<file path="config.mk">
export PLATFORM = sky130hd
export DESIGN_NAME = mem_arbiter
export DESIGN_NICKNAME = d
export VERILOG_FILES = /design/src/rtl/mem_arbiter.sv
export SDC_FILE = /design/constraint.sdc
export NUM_CORES = 1
export LEC_CHECK = 0
export CAP_MARGIN = 20
export CORE_AREA = 2 2 103 105
export DETAILED_ROUTE_END_ITERATION = 10
export DIE_AREA = 0 0 105 107
export HOLD_SLACK_MARGIN = 0.05
export PLACE_DENSITY = 0.61
export SLEW_MARGIN = 10
export SYNTH_ARGS = -nofsm -noshare
export SYNTH_HDL_FRONTEND = slang
export SYNTH_SLANG_ARGS = --single-unit
export TNS_END_PERCENT = 1
</file>
<file path="constraint.sdc">
create_clock -name CLK -period 1.6 [get_ports CLK]
set_input_delay 0.32 -clock CLK [delete_from_list [all_inputs] [get_ports CLK]]
set_output_delay 0.32 -clock CLK [all_outputs]
set_load 0.03 [all_outputs]
</file>
<file path="src/rtl/mem_arbiter.sv">
// Arbitrates instruction-fetch and data load/store requests onto a single-ported RAM.
// Data wins contention; a bounded streak counter stops fetch from starving.
module mem_arbiter #(
    parameter int unsigned MAX_DSTREAK = 4
) (
    input  logic        CLK,
    input  logic        nRST,
    input  logic        iREN,
    input  logic [31:0] iaddr,
    output logic [31:0] iload,
    output logic        iwait,
    input  logic        dREN,
    input  logic        dWEN,
    input  logic [31:0] daddr,
    input  logic [31:0] dstore,
    output logic [31:0] dload,
    output logic        dwait,
    output logic        ramREN,
    output logic        ramWEN,
    output logic [31:0] ramaddr,
    output logic [31:0] ramstore,
    input  logic [31:0] ramload,
    input  logic        ramready
);

    typedef enum logic [1:0] {
        IDLE  = 2'd0,
        IBUSY = 2'd1,
        DBUSY = 2'd2
    } state_t;

    localparam logic [3:0] MaxStreak = 4'(MAX_DSTREAK);

    state_t     state_q, state_d;
    logic [3:0] dstreak_q, dstreak_d;
    logic       dReq;

    assign dReq = dREN || dWEN;

    always_ff @(posedge CLK or negedge nRST) begin
        if (!nRST) begin
            state_q   <= IDLE;
            dstreak_q <= 4'd0;
        end else begin
            state_q   <= state_d;
            dstreak_q <= dstreak_d;
        end
    end

    // The streak only moves on grants out of IDLE; a full streak hands the next contested slot to fetch.
    always_comb begin
        state_d   = state_q;
        dstreak_d = dstreak_q;
        unique case (state_q)
            IDLE: begin
                if (dReq && !(iREN && (dstreak_q == MaxStreak))) begin
                    state_d = DBUSY;
                    if (!iREN) begin
                        dstreak_d = 4'd0;
                    end else if (dstreak_q != MaxStreak) begin
                        dstreak_d = dstreak_q + 4'd1;
                    end
                end else if (iREN) begin
                    state_d   = IBUSY;
                    dstreak_d = 4'd0;
                end
            end
            IBUSY: begin
                if (ramready || !iREN) begin
                    state_d = IDLE;
                end
            end
            DBUSY: begin
                if (ramready || !dReq) begin
                    state_d = IDLE;
                end
            end
            default: begin
                state_d = IDLE;
            end
        endcase
    end

    always_comb begin
        ramREN   = 1'b0;
        ramWEN   = 1'b0;
        ramaddr  = 32'd0;
        ramstore = 32'd0;
        unique case (state_q)
            IBUSY: begin
                ramREN  = 1'b1;
                ramaddr = iaddr;
            end
            DBUSY: begin
                ramWEN   = dWEN;
                ramREN   = dREN && !dWEN;
                ramaddr  = daddr;
                ramstore = dstore;
            end
            default: begin
            end
        endcase
    end

    assign iwait = iREN && !((state_q == IBUSY) && ramready);
    assign dwait = dReq && !((state_q == DBUSY) && ramready);
    assign iload = ramload;
    assign dload = ramload;

endmodule

</file>
==> impl_metrics.yaml, run 1 <==
logic_synthesis:
  synth_area_per_cell_um2: 7.30
  netlist.top_cell.by_area: "buf_4"
  yosysWarnings: 0
  synth_cell_types: 31
  synth_most_common_cell: "buf_4"
  synth_commonest_cells: "64 x buf_4, 34 x and2_1, 33 x a22oi_1"
  seq_area_frac_synth_pct: 8.91
  netlist_area_um2: 1690
  ys_async_sr_fraction_pct: 100
  synth_area_leaders: "buf_4 29%, a22oi_1 15%, and2_1 13%"
  synthFlopType: "dfrtp_1"
  synth-edff-count: 0
  synth_top_area_share_pct: 28.5
  synthCells: 231
  ys_ff_latch: 6
  syn-num-nets: 371
clocking:
  clock_latency_ns: 0.22
  cts_root_buf: "clkbuf_8"
  clk_path_buf_depth: 2
  hold_buffers: 0
  path_clk_slew_ns: 0.04
  cts-htree-levels: 1
  cts_sinks: 6
  cts_tree: "done"
  cts_buffers: 3
critical_path:
  cp-start-kind: "flip-flop"
  crit_type: "reg -> out"
  endpoint_kind: "output port"
  rr_worst_depth: 6
  r2r-end: "state_q[0]"
  worst_ep_arrival_time_ns: 1.55
  cp_max_fo: 9
  worstReg2RegStart: "state_q[0]"
  crit_required_ns: 1.28
  r2r_slack_ns: 0.02
finish:
  final_core_util_pct: 34.2
  fin_nets: 485
  n_antenna_cell: 0
  final_layout_size_suffix_gt1_share_pct: 45.8
  area_growth_syn_to_layout_pct: 105
  final_cells: 479
sta:
  tns_ns: -12.74
  finalHoldViolCount: 0
  worstMarginPinSlew_ns: 0.328
  fmax_mhz: 534
  setup_viol: 68
  finalCriticalPeriod_ns: 1.87
  slew_headroom_pct: 78.0
  whs_ns: 0.350
  period_share_pct: 117
  fin_worst_skew_ns: 0.000486
  setup_slack_ns: -0.271
  slew_viol_final: 0
  rsz0062_at_grt: "yes"
floorplanning:
  die-area_um2: 11200
  start_util_pct: 16.7
  die_h_um: 107
  io_pins: 266
  num_rows: 37
  core-area_um2: 10100
  die_w_um: 105
grt:
  track_usage_pct: 11.5
  antenna_found_initial: 0
  grt_max_degree: 33
  grt_pass1_vias: 1949
  grt_pass1_wl_mm: 10.7
  grt-ovfl-total: 0
status:
  violations: "setup timing"
  status: "finished with violations"
route:
  vias_per_cell: 4.10
  drt_iter0_drc: 57
  routed-via-count: 1964
  wl_per_cell_um: 14.9
  drtPass1Iterations: 4
  postRouteAntennaNets: 0
  drc: 0
  wl_mm: 7.13
hold_path:
  hold_class: "in -> async"
power:
  ir_drop_mv: 0.586
  powerDensity_nw_per_um2: 1490
  leakage_uw: 0.00136
placement:
  gp_congestion: 0.792
  dp_hpwl_mm: 5.31
  dp_cells: 469
  portBuffers: 169
job:
  maxCapViolCount: 0
[routing by layer]
metal | GRT usage [%] | up-vias | wire (um) | share of wire, %
met2 | 21.8 | 99 | 3780 | 53
met1 | 12.8 | 906 | 2670 | 37
li1 | - | 945 | - | -
met4 | 2.76 | 0 | 129 | 1.8
met5 | 0 | - | 0 | 0
met3 | 3.22 | 14 | 543 | 7.6
[state kept, by name, summed over array words and instances (netlist names)]
register / flops
dstreak_q: 4
state_q: 2
[placed cells by master (no fill, tap or decap), drive strengths merged]
cell type / count
o22ai: 1
dfrtp: 6
and2: 34
o22a: 1
a21oi: 3
o31ai: 3
ha: 6
a32oi: 1
and3b: 1
nand3: 1
o21ai: 3
or3b: 2
nand3b: 1
clkdlybuf4s50: 101
buf: 86
inv: 7
o221ai: 1
o21a: 2
nand2b: 2
nor2b: 32
a31oi: 1
clkbuf: 4
a22oi: 33
o211ai: 1
o41ai: 1
nand2: 6
a32o: 1
nor2: 2
[worst max-delay path: stages, from the launching register on]
cell	delay [ns]
dfrtp_1	0.40
buf_4	0.15
ha_4	0.19
buf_8	0.16
a22oi_1	0.18
nor2b_1	0.07
buf_4	0.17
[cell families after synthesis]
logic type	synth area share, %
buf+inv	34.6
simple gates	29.5
compound gates	22.6
fa+ha+maj	4.45
flops	8.91
[how the worst max path moves through the flow]
stage / startpoint / endpoint / slack [ns] / depth (start not counted)
final: state_q[1] / ramaddr[10] / -0.27 / 6
after global routing: state_q[0] / ramREN / -0.34 / 7
after CTS: state_q[1] / ramaddr[29] / -0.27 / 6
after detailed placement: state_q[1] / ramaddr[11] / -0.09 / 6
after global placement: state_q[1] / ramaddr[17] / -0.08 / 6
after floorplan: state_q[1] / iwait / -0.10 / 5
[area by class of cell]
type / instances / area, um2
Clock buffer: 3 / 41.3
Fill cell: 1060 / 6650
Inverter: 7 / 26.3
Multi-Input combinational cell: 139 / 1220
Sequential cell: 6 / 150
Tap cell: 136 / 170
Timing Repair Buffer: 188 / 1840
[stage by stage]
| step | cell area, um2 | power [uW] | setup slack [ns] |
|---|---|---|---|
| after floorplan | 1760 | 2980 | -0.101 |
| after global placement | 3040 | 4210 | -0.0827 |
| after detailed placement | 3040 | 4250 | -0.0874 |
| after CTS | 3380 | 5040 | -0.265 |
| after global routing | 3450 | 5450 | -0.340 |
| final | 3450 | 5130 | -0.271 |
[what timing repair did]
action	4_1_cts	5_1_grt
gates resized for setup	57	7
pin swaps	1	3
buffers inserted	3	1
setup endpoints to repair	69	69
cloned	2	1
[power by group]
part	total, uW	internal (uW)	leakage, uW	switching (uW)
registers	265	205	0.0000796	59.6
clock network	228	162	0.0000216	66.7
logic	4640	2250	0.00126	2390
total	5130	2610	0.00136	2520
Note: power is estimated with default switching activity, not from simulation.
==> run 2: changes to the inputs <==
CORE_AREA = 2 2 104 106   (was 2 2 103 105)
DIE_AREA = 0 0 106 108   (was 0 0 105 107)
PLACE_DENSITY = 0.63   (was 0.61)
clock period = 1.65 ns   (was 1.6 ns; I/O delays follow)
==> run 2 against run 1 <==
Against the previous run:
- the run still ends with setup timing left
- setup slack better by 0.057 ns
- critical path depth unchanged
- die area grew 1.9%
- sequential share of layout area fell by 0.12 points
- total power grew 0.40%
- utilization is 0.77 points higher
- first-iteration DRC count increased by 35%
- wire length rose by 1.9%
- design area grew 3.7%
- critical endpoint is now ramaddr[20]
- largest power group unchanged
==> impl_metrics.yaml, run 2 (same netlist as run 1, synthesis figures left out) <==
critical_path:
  endpoint_kind: "output port"
  cp_max_fo: 18
  crit_required_ns: 1.32
  r2r-end: "state_q[0]"
  r2r_slack_ns: 0.11
  crit_type: "reg -> out"
  worst_ep_arrival_time_ns: 1.53
  worstReg2RegStart: "state_q[1]"
  cp-start-kind: "flip-flop"
  rr_worst_depth: 6
sta:
  setup_viol: 67
  period_share_pct: 113
  setup_slack_ns: -0.214
  worstMarginPinSlew_ns: 0.344
  fin_worst_skew_ns: 0.00134
  fmax_mhz: 536
  tns_ns: -8.07
  slew_headroom_pct: 77.0
  finalCriticalPeriod_ns: 1.86
  rsz0062_at_grt: "yes"
  slew_viol_final: 0
  finalHoldViolCount: 0
clocking:
  cts-htree-levels: 1
  clock_latency_ns: 0.23
  cts_tree: "done"
  cts_buffers: 3
  cts_sinks: 6
  path_clk_slew_ns: 0.04
  cts_root_buf: "clkbuf_8"
  hold_buffers: 0
  clk_path_buf_depth: 2
floorplanning:
  start_util_pct: 16.5
  die_w_um: 106
  die-area_um2: 11400
  core-area_um2: 10200
  die_h_um: 108
  num_rows: 37
  io_pins: 266
finish:
  final_layout_size_suffix_gt1_share_pct: 44.4
  multi_input_area_um2: 1230
  seqCellArea_um2: 151
  fill_cells: 1050
  largest-register: "dstreak_q"
  n_antenna_cell: 0
  final_cells: 474
  fin_nets: 480
  top_regs: "dstreak_q: 4 flops, state_q: 2 flops"
  largest_reg_flops: 4
  area_growth_syn_to_layout_pct: 112
  final_cell_mix: "100 x clkdlybuf4s50_1, 58 x buf_6, 30 x and2_1"
  final_common_cell: "clkdlybuf4s50_1"
  fin_area_um2: 3570
status:
  status: "finished with violations"
  violations: "setup timing"
power:
  total_power_uw: 5150
  leakage_uw: 0.00139
  ir_drop_mv: 0.775
  powerDensity_nw_per_um2: 1440
route:
  wl_mm: 7.26
  drtPass1Iterations: 4
  drt_iter0_drc: 77
  drc: 0
  wl_per_cell_um: 15.3
  routed-via-count: 1964
  vias_per_cell: 4.14
  postRouteAntennaNets: 0
hold_path:
  hold_class: "in -> async"
grt:
  antenna_found_initial: 0
  grt_pass1_vias: 1951
  grt_pass1_wl_mm: 10.7
  grt-ovfl-total: 0
  track_usage_pct: 11.6
  grt_max_degree: 33
placement:
  place_area_um2: 3060
  dp_hpwl_mm: 5.45
  dp_cells: 468
  gp_congestion: 0.791
  portBuffers: 169
job:
  maxCapViolCount: 0
-- run 2: cell count changes in the layout (fill, tap and decap cells not counted), moves of 2 or more --
cell     before  now
buf_4        61   16
buf_12        5    7
a22oi_1       6   11
buf_6        18   58
and2_4        1    4
nor2b_2      30   27
a22oi_2      27   22
nor2b_4       0    2
and2_1       33   30
-- run 2: cell type report --
type,count,share of cell area [%]
flip-flops and latches,6,4.24
well taps,136,4.76
repair buffers,183,54.7
inverters,7,0.805
clock buffers,3,1.16
multi-input cells,139,34.3
-- run 2: worst max-delay path by stage --
stage	from	end	cells after the start
3_3_place_gp	state_q[0]	ramREN	7
3_5_place_dp	state_q[0]	ramaddr[6]	6
5_1_grt	state_q[1]	ramaddr[20]	6
4_1_cts	state_q[0]	ramaddr[25]	5
2_1_floorplan	state_q[0]	ramaddr[23]	5
6_report	state_q[1]	ramaddr[20]	6
-- run 2: stage by stage --
| stage | hold WS (ns) | worst slack [ns] | util, % |
|---|---|---|---|
| after floorplan | 0.0344 | -0.0792 | - |
| after global placement | 0.511 | -0.0162 | 29.9 |
| after detailed placement | 0.520 | -0.0539 | 29.9 |
| after CTS | 0.353 | -0.244 | 33.3 |
| after global routing | 0.365 | -0.297 | 34.9 |
| final | 0.348 | -0.214 | 34.9 |
-- run 2: critical path, stage by stage (launching register included) --
cell	delay, ns
dfrtp_1	0.39
buf_6	0.14
ha_4	0.17
buf_12	0.16
a22oi_1	0.21
nor2b_2	0.06
buf_4	0.17
-- run 2: power by group --
part | internal, uW | leakage [uW] | switching, uW
Clock | 158 | 0.0000216 | 74.2
Combinational | 2310 | 0.00129 | 2360
Sequential | 200 | 0.0000780 | 56.4
Total | 2660 | 0.00139 | 2490
-- run 2: layer usage --
metal / up-vias / part of all wire [%] / global-route usage [%]
li1: 933 / - / -
met3: 19 / 7.6 / 2.65
met5: - / 0 / 0
met4: 0 / 1.6 / 3.48
met2: 105 / 54 / 21.2
met1: 907 / 37 / 13.5
-- run 2: repair_timing --
item	4_1_cts	5_1_grt
endpoints found under the setup margin	68	68
buffers inserted	1	1
resized for setup	64	39
pin swaps	3	2
gates cloned	1	0
